[config.mk]
export PLATFORM = sky130hd
export DESIGN_NAME = cpu7_excp_ctl
export DESIGN_NICKNAME = d
export VERILOG_FILES = /design/src/rtl/cpu7_excp_ctl_pkg.sv /design/src/rtl/cpu7_excp_ctl_sync2.sv /design/src/rtl/cpu7_excp_ctl.sv
export SDC_FILE = /design/constraint.sdc
export NUM_CORES = 1
export LEC_CHECK = 0
export CORE_MARGIN = 2
export CORE_UTILIZATION = 35
export DETAILED_ROUTE_END_ITERATION = 8
export PLACE_DENSITY = 0.81
export SLEW_MARGIN = 20
export SYNTH_ARGS = -nofsm -noshare
export SYNTH_HDL_FRONTEND = slang
export SYNTH_SLANG_ARGS = --single-unit
[constraint.sdc]
create_clock -name clk -period 3.9 [get_ports clk]
set_input_delay 0.39 -clock clk [delete_from_list [all_inputs] [get_ports clk]]
set_output_delay 0.39 -clock clk [all_outputs]
set_load 0.02 [all_outputs]
[src/rtl/cpu7_excp_ctl_pkg.sv]
// cpu7_excp_ctl_pkg: exccode constants and redirect FSM state encoding for cpu7_excp_ctl
package cpu7_excp_ctl_pkg;
  localparam logic [5:0] EXC_INT = 6'h00;
  localparam logic [5:0] EXC_INE = 6'h0D;
  localparam logic [5:0] EXC_SYS = 6'h0B;
  localparam logic [5:0] EXC_BRK = 6'h0C;
  localparam logic [5:0] EXC_ALE = 6'h09;
  typedef enum logic [1:0] {IDLE = 2'd0, WAIT_ACK = 2'd1, QUIET = 2'd2} state_t;
endpackage

[src/rtl/cpu7_excp_ctl_sync2.sv]
// cpu7_sync2: two-flop synchronizer, both flops cleared by sync active-high reset
module cpu7_sync2 (
  input  logic clk,
  input  logic rst,
  input  logic d,
  output logic q
);
  logic m;
  always_ff @(posedge clk) begin
    if (rst) {q, m} <= 2'b00;
    else {q, m} <= {m, d};
  end
endmodule

[src/rtl/cpu7_excp_ctl.sv]
// cpu7_excp_ctl: _e-stage exception/interrupt prioritisation, flush and IFU redirect; CPU7_EXT_INTR_SYNC_EN adds a 2-flop ext_intr synchronizer
`ifndef GRLEN
`define GRLEN 32
`endif
module cpu7_excp_ctl
  import cpu7_excp_ctl_pkg::*;
#(
  parameter int GRLEN = `GRLEN
) (
  input  logic             clk,
  input  logic             rst,
  input  logic             ecl_valid_e,
  input  logic [GRLEN-1:0] ecl_pc_e,
  input  logic             ecl_ine_e,
  input  logic             ecl_sys_e,
  input  logic             ecl_brk_e,
  input  logic             ecl_ale_e,
  input  logic             ecl_ertn_e,
  input  logic [GRLEN-1:0] lsu_badaddr_e,
  input  logic             csr_ecl_crmd_ie,
  input  logic             csr_ecl_timer_intr,
  input  logic             ext_intr,
  input  logic [GRLEN-1:0] csr_eentry,
  input  logic [GRLEN-1:0] csr_era,
  input  logic             ifu_exu_redirect_ack,
  output logic             exu_ifu_except,
  output logic [5:0]       ecl_csr_exccode_e,
  output logic [GRLEN-1:0] lsu_csr_badv_e,
  output logic             ecl_csr_ertn_e,
  output logic             exu_ifu_redirect,
  output logic [GRLEN-1:0] exu_ifu_redirect_pc,
  output logic             ecl_flush
);
  state_t state;
  logic [GRLEN-1:0] held_pc;
  logic ext_intr_s, intr_req, idle, take, ertn_take, ev;
`ifdef CPU7_EXT_INTR_SYNC_EN
  cpu7_sync2 u_sync (.clk(clk), .rst(rst), .d(ext_intr), .q(ext_intr_s));
`else
  assign ext_intr_s = ext_intr;
`endif
  assign idle = state == IDLE;
  assign intr_req = csr_ecl_crmd_ie & (csr_ecl_timer_intr | ext_intr_s);
  assign take = ecl_valid_e & idle & (intr_req | ecl_ine_e | ecl_sys_e | ecl_brk_e | ecl_ale_e);
  assign ertn_take = ecl_valid_e & ecl_ertn_e & idle & ~take;
  assign ev = take | ertn_take;
  assign exu_ifu_except = take;
  assign ecl_csr_ertn_e = ertn_take;
  assign ecl_csr_exccode_e = !take ? 6'h00 : intr_req ? EXC_INT : ecl_ine_e ? EXC_INE :
                             ecl_sys_e ? EXC_SYS : ecl_brk_e ? EXC_BRK : EXC_ALE;
  // badaddr only when misalignment is the winning cause
  assign lsu_csr_badv_e = !take ? '0 :
                          (intr_req | ecl_ine_e | ecl_sys_e | ecl_brk_e) ? ecl_pc_e : lsu_badaddr_e;
  assign exu_ifu_redirect = ev | (state == WAIT_ACK);
  assign exu_ifu_redirect_pc = (state == WAIT_ACK) ? held_pc : take ? csr_eentry :
                               ertn_take ? csr_era : '0;
  assign ecl_flush = ev | ~idle;
  always_ff @(posedge clk) begin
    if (rst) begin
      state <= IDLE;
      held_pc <= '0;
    end else begin
      state <= idle ? (ev ? (ifu_exu_redirect_ack ? QUIET : WAIT_ACK) : IDLE) :
               (state == WAIT_ACK) ? (ifu_exu_redirect_ack ? QUIET : WAIT_ACK) : IDLE;
      held_pc <= ev ? (take ? csr_eentry : csr_era) : held_pc;
    end
  end
endmodule

==> qor.txt <==
share of cells above drive strength 1 -> 6.33%
Final WS setup -> 453 ps
initial antenna violation count -> 0
Distinct cells, synth -> 43
vias in the first global route -> 4111
mapped cell area -> 0.00301 mm^2
drt total wl -> 12700 um
CTS Buf Count -> 5
Worst Tran Pin Value -> 844 ps
area of the multi-input gates -> 0.00212 mm^2
Final Critical Period -> 3450 ps
CTS tree -> built
most frequent cells in the layout -> 211 x clkdlybuf4s50_1, 40 x nand3_1, 38 x a211oi_1
R2R setup slack -> 1880 ps
Worst-path clk slew -> 80 ps
Worst Setup SP -> ecl_ine_e
fill count -> 694
routability cong. -> 0.865
Final Hold Violating Endpoints -> 0
antenna cell count -> 0
hold_sp -> held_pc[29]
Top-Level Pins -> 214
worst min path class -> reg -> reg
Max Buffers Root-to-Sink -> 2
worst skew pair latency -> 280 ps
Seq. cell area -> 681 um^2
Initial DRC Count -> 191
Clk pwr share -> 28.6%
yosys warns -> 0
Avg WL per Cell -> 18.0 um
placed insts -> 697
Setup-failing EPs final -> 0
Switching Fraction -> 31.8%
# rows -> 33
worst flop-to-flop path startpoint -> state[1]
post-synth top area share -> 22.6%
initial cell density of the core -> 36.5%
Post CTS Setup Buffer Count -> 0
DRC viols -> 0
Layout Skew -> 6.68 ps
First-pass DRT Iterations -> 6
Crit Path Category -> in -> out
global route overflow -> 0
ys flop type -> dfxtp_1
die width -> 96.7 um
Top Layer Used -> met4
maximum VDD drop -> 138 uV
Post-CTS Hold Buffers -> 0
Die Y -> 96.7 um
Detail Route Antenna Nets -> 0
Core Area -> 0.00826 mm^2
clk sinks -> 34
Synth async-reset ratio -> 0%
Startpoint Class -> primary input
I/O Buffers -> 211
largest area contributor in the netlist -> dfxtp_1
cts repair resizes -> 0
arrival time worst endpoint -> 3060 ps
Psw -> 0.439 mW
commonest non-fill, non-tap cell in the layout -> clkdlybuf4s50_1
fin nets -> 739
PwrDens -> 258 mW/mm^2
dpl ws -> 458 ps
Int Power -> 0.940 mW
Post-Route Setup TNS -> 0 ps
combinational share of power -> 42.8%
Post-synth EDFFs -> 0
metal2 WL -> 6300 um
Flop pwr share -> 28.5%
hpwl dp -> 9230 um
Synth area leaders -> dfxtp_1 23%, a211oi_1 9.5%, nand3_1 6.7%
sequential element share of the synthesized area -> 22.6%
die area -> 0.00936 mm^2
Post-Route M1 WL -> 5020 um
Mapped Cells -> 416
clk root buf -> clkbuf_8
largest net degree at the start of global routing -> 40
Crit Path Max Fanout -> 27
achievable frequency -> 290 MHz
P&R area growth vs syn -> 77.8%
fin crit share -> 88.4%
Layout Cells excl Fill -> 705
outcome -> finished, final reports clean
CP Capture Type -> output pin
first-pass GRT wire length -> 20600 um
Max-Cap Viols -> 0
H-tree depth -> 2
Req. time, crit path -> 3510 ps
pins over their slew limit -> 0
overall global routing resource usage -> 25.9%
routed vias/inst -> 5.88
vias -> 4143
RSZ-0062 raised after global routing -> no
Leakage -> 1.80 nW
metal3 WL -> 1130 um
Yosys reg bits -> 34
Slew headroom -> 43.8%
Mean Syn Cell Area -> 7.24 um^2
==> per-layer routing <==
metal / GRT usage (%) / vias up
li1: - / 1971
met4: 6.50 / 0
met1: 32.0 / 1914
met5: 0 / -
met2: 45.1 / 238
met3: 6.29 / 20
==> registers in the layout (all words and copies together), names as in the netlist <==
| name | flops |
|---|---|
| held_pc | 32 |
| state | 2 |
==> layout make-up <==
| class | count | share of cell area, % |
|---|---|---|
| Clock inverter | 3 | 1.29 |
| Sequential cell | 34 | 12.7 |
| Tap cell | 105 | 2.45 |
| Timing Repair Buffer | 230 | 42.1 |
| Multi-Input combinational cell | 322 | 39.7 |
| Inverter | 6 | 0.421 |
| Clock buffer | 5 | 1.29 |
==> cell families (layout without fill, tap and decap cells) <==
kind of cell | after synthesis | after routing | share of synthesized area [%]
buffers and inverters | 61 | 244 | 8.56
multiplexers | 16 | 16 | 5.32
AO/OA/AOI/OAI | 174 | 174 | 39.9
AND/OR/NAND/NOR | 130 | 130 | 23.5
flip-flops | 34 | 34 | 22.6
other | 1 | 2 | 0.125
==> cell usage after synthesis (2+ instances only) <==
cell type and number:
dfxtp_1 34, nor3_1 5, nand2_1 29, o311ai_0 2
a21oi_1 34, nand2b_1 6, a32oi_1 8, nand4_1 2
a31oi_1 8, buf_2 11, a211oi_1 38, nor2b_1 11
nor2_1 2, o211ai_1 20, o21ai_0 33, nand3_1 40
a221o_1 18, clkbuf_1 40, nor4_1 2, buf_4 2
and2_1 16, o2111ai_1 2, inv_1 5, or3_1 2
a311oi_1 6, mux2i_1 16, or4_1 8
==> worst max-delay path, stage by stage <==
cell             delay (ps)
clkdlybuf4s50_1         530
or4_1                   550
buf_4                   240
o21ai_4                 160
inv_2                   200
a221o_1                 410
clkdlybuf4s50_1         540
==> through the flow <==
step | power [mW] | hold WS (ps) | cell area [um^2] | util, %
finish | 1.38 | 519 | 5350 | 64.8
global route | 1.45 | 531 | 5350 | 64.8
CTS | 1.38 | 515 | 5350 | 64.8
detailed placement | 0.988 | 496 | 5210 | 63.1
global placement | 0.976 | 491 | 5210 | 63.1
floorplan | 0.672 | 479 | 3010 | -
==> power groups by stage <==
stage / registers [mW] / clock network (mW) / logic (mW)
2_1_floorplan: 0.396 / 0 / 0.276
3_3_place_gp: 0.399 / 0 / 0.576
3_5_place_dp: 0.401 / 0 / 0.587
4_1_cts: 0.393 / 0.400 / 0.591
5_1_grt: 0.398 / 0.422 / 0.630
6_report: 0.393 / 0.395 / 0.590
==> path summary, 6_finish.rpt <==
check / cells after the start / to
min reg2reg: 2 / held_pc[29]
max reg2reg: 3 / held_pc[24]
max: 7 / exu_ifu_redirect_pc[27]
min: 2 / held_pc[29]
Power figures use the tool's default switching activity.
